<file path="src/rtl/fetch_unit_pkg.sv">
// Shared types and constants for the instruction fetch unit.
// Optional perf counter in fetch_unit is enabled by FETCH_PERF_CNT_EN.
package fetch_unit_pkg;

  localparam int unsigned XLEN = 32;
  localparam int unsigned ILEN = 32;

  localparam logic [XLEN-1:0] RESET_PC_DEF = 32'h0000_0000;

  localparam int unsigned OPC_MSB = 31;
  localparam int unsigned OPC_LSB = 26;

  typedef enum logic [1:0] {
    S_BOOT  = 2'd0,
    S_RUN   = 2'd1,
    S_DRAIN = 2'd2
  } fetch_state_e;

  typedef struct packed {
    logic [ILEN-1:0] instr;
    logic [XLEN-1:0] pc4;
  } fq_entry_t;

  function automatic logic [XLEN-1:0] word_align(
    input logic [XLEN-1:0] a
  );
    return {a[XLEN-1:2], 2'b00};
  endfunction

endpackage

</file>
<file path="src/rtl/fetch_fifo2.sv">
// Two-entry FIFO holding fetched {instr, pc4} pairs for decode.
// Flush empties it in one edge; the head stays stable until popped.
module fetch_fifo2
  import fetch_unit_pkg::*;
(
  input  logic      clk,
  input  logic      arst_n,
  input  logic      i_flush,
  input  logic      i_wr_en,
  input  fq_entry_t i_wr_data,
  input  logic      i_rd_en,
  output fq_entry_t o_rd_data,
  output logic      o_not_empty,
  output logic [1:0] o_count
);

  fq_entry_t  r_mem [2];
  logic       r_wptr;
  logic       r_rptr;
  logic [1:0] r_cnt;

  logic w_push;
  logic w_pop;

  assign w_pop  = i_rd_en && (r_cnt != 2'd0);
  assign w_push = i_wr_en && ((r_cnt != 2'd2) || w_pop);

  always_ff @(posedge clk or negedge arst_n) begin
    if (!arst_n) begin
      r_mem[0] <= '0;
      r_mem[1] <= '0;
      r_wptr   <= 1'b0;
      r_rptr   <= 1'b0;
      r_cnt    <= 2'd0;
    end else if (i_flush) begin
      r_wptr <= 1'b0;
      r_rptr <= 1'b0;
      r_cnt  <= 2'd0;
    end else begin
      if (w_push) begin
        r_mem[r_wptr] <= i_wr_data;
        r_wptr        <= ~r_wptr;
      end
      if (w_pop) begin
        r_rptr <= ~r_rptr;
      end
      r_cnt <= r_cnt + {1'b0, w_push} - {1'b0, w_pop};
    end
  end

  assign o_rd_data   = r_mem[r_rptr];
  assign o_not_empty = (r_cnt != 2'd0);
  assign o_count     = r_cnt;

endmodule

</file>
<file path="src/rtl/fetch_unit.sv">
// Instruction fetch: PC, 1-cycle imem, 2-entry queue, redirects.
// `define FETCH_PERF_CNT_EN to add the fetch_count transfer counter.
module fetch_unit
  import fetch_unit_pkg::*;
#(
  parameter logic [XLEN-1:0] RESET_PC = RESET_PC_DEF
) (
  input  logic            clk,
  input  logic            arst_n,
  output logic            imem_req,
  output logic [XLEN-1:0] imem_addr,
  input  logic [ILEN-1:0] imem_rdata,
  input  logic            branch_en,
  input  logic [XLEN-1:0] branch_target,
  input  logic            jump_en,
  input  logic [XLEN-1:0] jump_target,
  input  logic            instr_ready,
  output logic [ILEN-1:0] instr,
  output logic [XLEN-1:0] instr_pc4,
  output logic            instr_valid
`ifdef FETCH_PERF_CNT_EN
  ,
  output logic [31:0]     fetch_count
`endif
);

  fetch_state_e r_state;
  fetch_state_e w_next_state;

  logic [XLEN-1:0] r_pc;
  logic            r_inflight;

  logic            w_redir;
  logic [XLEN-1:0] w_target;
  logic            w_wr;
  logic [1:0]      w_cnt;
  fq_entry_t       w_wr_data;
  fq_entry_t       w_head;

  assign w_redir  = branch_en || jump_en;
  assign w_target = word_align(branch_en ? branch_target
                                         : jump_target);

  always_comb begin
    w_next_state = r_state;
    imem_req     = 1'b0;
    unique case (r_state)
      S_BOOT: begin
        w_next_state = S_RUN;
      end
      S_RUN, S_DRAIN: begin
        imem_req = !w_redir &&
          (({1'b0, w_cnt} + {2'b00, r_inflight}) < 3'd2);
        if (w_redir) begin
          w_next_state = r_inflight ? S_DRAIN : S_RUN;
        end else begin
          w_next_state = S_RUN;
        end
      end
      default: begin
        w_next_state = S_BOOT;
      end
    endcase
  end

  always_ff @(posedge clk or negedge arst_n) begin
    if (!arst_n) begin
      r_state    <= S_BOOT;
      r_pc       <= RESET_PC;
      r_inflight <= 1'b0;
    end else begin
      r_state    <= w_next_state;
      r_inflight <= imem_req;
      if (w_redir) begin
        r_pc <= w_target;
      end else if (imem_req) begin
        r_pc <= r_pc + 32'd4;
      end
    end
  end

  // PC already advanced past the in-flight request, so it is that pc4
  assign w_wr = r_inflight && !w_redir && (r_state != S_DRAIN);
  assign w_wr_data = '{instr: imem_rdata, pc4: r_pc};

  fetch_fifo2 u_fifo (
    .clk         (clk),
    .arst_n      (arst_n),
    .i_flush     (w_redir),
    .i_wr_en     (w_wr),
    .i_wr_data   (w_wr_data),
    .i_rd_en     (instr_ready),
    .o_rd_data   (w_head),
    .o_not_empty (instr_valid),
    .o_count     (w_cnt)
  );

  assign imem_addr = r_pc;
  assign instr     = w_head.instr;
  assign instr_pc4 = w_head.pc4;

`ifdef FETCH_PERF_CNT_EN
  logic [31:0] r_fetch_cnt;

  always_ff @(posedge clk or negedge arst_n) begin
    if (!arst_n) begin
      r_fetch_cnt <= 32'd0;
    end else if (instr_valid && instr_ready) begin
      r_fetch_cnt <= r_fetch_cnt + 32'd1;
    end
  end

  assign fetch_count = r_fetch_cnt;
`endif

endmodule

</file>
<file path="config.mk">
export PLATFORM = sky130hd
export DESIGN_NAME = fetch_unit
export DESIGN_NICKNAME = d
export VERILOG_FILES = /design/src/rtl/fetch_unit_pkg.sv /design/src/rtl/fetch_fifo2.sv /design/src/rtl/fetch_unit.sv
export SDC_FILE = /design/constraint.sdc
export NUM_CORES = 1
export LEC_CHECK = 0
export CELL_PAD_IN_SITES_DETAIL_PLACEMENT = 2
export CELL_PAD_IN_SITES_GLOBAL_PLACEMENT = 2
export CORE_ASPECT_RATIO = 2
export CORE_UTILIZATION = 32
export DETAILED_ROUTE_END_ITERATION = 10
export GPL_ROUTABILITY_DRIVEN = 0
export PLACE_DENSITY = 0.77
export SYNTH_ARGS = -nofsm -noshare
export SYNTH_HDL_FRONTEND = slang
export SYNTH_SLANG_ARGS = --single-unit
</file>
<file path="constraint.sdc">
create_clock -name clk -period 2.2 [get_ports clk]
set_clock_uncertainty 0.05 [all_clocks]
set_input_delay 0.22 -clock clk [delete_from_list [all_inputs] [get_ports clk]]
set_output_delay 0.22 -clock clk [all_outputs]
set_load 0.01 [all_outputs]
</file>
==> impl_results.md <==
* Status: complete, no violations
* Sequential area share after synthesis at 0.505
* P_sw at 3.22 mW
* Register area at 4030 um^2
* Setup-failing EPs final at 0
* Avg WL per Cell at 20.8 um
* Starting density of the core at 0.327
* Post-DP HPWL at 18700 um
* Yosys cell types at 54
* Die Y-Extent at 225 um
* Design area at 11200 um^2
* RSZ-0062 raised after global routing: no
* Clock Tree Root: clkbuf_16
* DRC violation count after routing at 0
* Layout Utilization at 0.458
* Multiplexer area fraction after synthesis at 0.262
* Clock slew at reported path FFs at 0.07 ns
* DRT Pass-1 Iters at 4
* HP Class: in -> async
* Synth Flop Type: dfrtp_1
* Min Tclk post-route at ~2.1 ns
* Pleak at 5.18 nW
* Reg power frac at 0.380
* Critical Path AT at 1.87 ns
* Max Freq at 467 MHz
* Synth cell count leaders: dfrtp_1, mux2_2, nand2_1, mux2_1, nor2_1
* Drt via density at between 5 and 6
* Congestion Overflow GR at 0
* Die X at 114 um
* Vias in the first global route at 7148
* Number of synthesized flops with an enable pin at 0
* Grt peak-use layer: met2
* Max transition margin at 0.614
* CP Class: reg -> out
* Fin. max-slew vios at 0
* Hold slack at 0.252 ns
* Mapped Area at between 7000 and 8000 um^2
* Clock network power share at 0.288
* Initial antenna violation count at 0
* IO buf count at 190
* Area delta synth->final at 40.3%
* Post-Synth XOR/XNOR Area at 0.0132
* DR vias at 6230
* Starting DRT DRC Count at around 180
* Total power at ~10 mW
* Actual slew at the worst max-slew pin at 0.574 ns
* Final wirelength at 25700 um
* Max Cap Viol at 0
* FF+latch count, synth at 161
* Met3 global-route usage at 0.0336
* Die footprint at approximately 26000 um^2
* Clock latency on the worst-skew pair at 0.45 ns
* Area leader, netlist: dfrtp_1
* CTS buffer count at 17
* Mapped Cells at 671
* Sw frac at 0.307
* Count leader, synth: dfrtp_1
* Hold violation count in the final report at 0
* Mapped Avg Cell Area at 11.9 um^2
* Layout cells sized above 1 at 0.242
* PD cells at 937 nW/um^2
* Yosys top cell area share at 0.505
* Fillers at 2532
* Post-Synth Simple-Gate Area at 0.0977
* Row cnt at 81
* DRT antenna net count at 0
* Combinational family with the most area after synthesis: multiplexers
* Crit-path max FO at 10
* I/O pin cnt at ~200
* Met1 usage at 0.212
* Dpl cell area at roughly 11000 um^2
* Core area at 24400 um^2
* Area contributors post-synth: dfrtp_1, mux2_2, mux2_1
* Nets at approximately 1000
* CP required at 1.93 ns
* Maximum resistive drop on vdd at 0.000551 V
* Max Root-Sink Buffers at 2
* Critical Path Start Type: flip-flop
* Final Cycle Share at 0.972
* Area of the multi-input gates at between 3000 and 4000 um^2
* Clk sink count at 161
* H-tree depth at 4
* Post-Synth Adder-Cell Area at 0.00941
* Crit. End Element: output port
* Tot GR Track Use at 0.211
* Power share of the combinational group at 0.332
* Synth Area in Compound Gates at 0.0740
* Largest net degree at the start of global routing at 62
* TritonCTS clock tree: done
* Global Route met2 Usage at 0.411
* Setup tns final at 0 ns
* Internal at 7.27 mW
* Synthesis warning total at 0
* First-pass GRT wire length at about 40000 um
* Synth async-reset ratio at 1.00
* Ant. Diodes at 0
-- layout make-up --
cell class	instances	area share
repair buffers	243	0.215
inverters	14	0.00469
flip-flops and latches	161	0.360
well taps	332	0.0371
clock buffers	20	0.0408
multi-input cells	454	0.330
clock inverters	12	0.0121
-- per-stage QoR --
stage          cells  setup WS, ns
4_1_cts         1234        -0.104
5_1_grt         1236       0.00327
6_report        1236        0.0608
3_3_place_gp    1201       -0.0712
3_5_place_dp    1201        -0.133
2_1_floorplan    674         0.204
-- worst paths after layout --
path,depth (start not counted),slack (ns),end,start
min in group clk,4,0.26,imem_addr[4],branch_en
max reg2reg,6,0.09,u_fifo.r_mem[86],r_state[0]
min reg2reg,1,0.43,u_fifo.r_mem[120],u_fifo.r_mem[120]
max,3,0.06,instr[28],u_fifo.r_rptr
min,2,0.25,u_fifo.r_mem[90],arst_n
max in group asynchronous,3,1.08,u_fifo.r_mem[8],arst_n
-- placed cells by master, fill, tap and decap left out, drive strengths merged, types with 3 or more instances in the layout --
cell type      synthesis  routed
conb                   1       4
nand2                 65      65
xor2                   6       6
dlymetal6s2s           0      13
o31ai                  3       3
a21oi                 24      24
clkinv                 0       6
a31oi                  5       5
nand3                 15      15
o221ai                 5       5
xnor2                  6       6
a2bb2oi                9       9
a311oi                 3       3
buf                   27      55
clkbuf                18      20
nor2                  26      26
or2                    3       3
ha                     6       6
nor3                  10      10
dfrtp                161     161
and2                   4       4
nor4                   3       3
clkinvlp               0       4
inv                   14      14
clkdlybuf4s50          0     131
o21ai                 24      24
and3                   4       4
nand4                 14      14
mux2                 181     181
nor2b                  3       3
a221oi                 3       3
nor3b                  5       5
dlygate4sd2            0      42
-- kinds of logic (layout without fill, tap and decap cells) --
logic type / count (synthesis) / count (layout)
buffers and inverters: 59 / 289
muxes: 183 / 183
AOI/OAI and AO/OA: 90 / 90
adders and majority gates: 6 / 6
xor gates and xnor gates: 12 / 12
and+or+nand+nor: 159 / 159
DFF: 161 / 161
other: 1 / 4
-- power groups by stage --
stage / Sequential, mW / Combinational [mW] / Clock (mW)
after global routing: 4.06 / 3.74 / 3.19
after floorplan: 3.96 / 1.70 / 0
after global placement: 3.99 / 3.69 / 0
after detailed placement: 4.04 / 3.79 / 0
final: 3.99 / 3.48 / 3.02
after CTS: 3.99 / 3.56 / 3.13
-- worst max-delay path: stages, from the launching register on --
cell	delay (ns)
dfrtp_4	0.46
buf_8	0.15
mux2_2	0.34
clkdlybuf4s50_1	0.47
-- flip-flops by register name (all words and copies together) (netlist names) --
name,cells
u_fifo.r_mem,124
imem_addr,30
r_state,2
u_fifo.o_count,2
r_inflight,1
u_fifo.r_rptr,1
u_fifo.r_wptr,1
-- repair_timing --
item | CTS | global route
gates resized for setup | 48 | 21
hold buffers | 1 | 0
setup buffers | 0 | 2
pin swaps | 0 | 1
setup endpoints to repair | 63 | 21
hold endpoints to repair | 47 | 0
-- routing by layer --
layer  part of all wire  vias up
met2               0.57      154
met5                  0        -
met1               0.37     3195
met3              0.027       48
li1                   -     2833
met4              0.031        0
No activity file was read; power rests on OpenSTA's default activity.
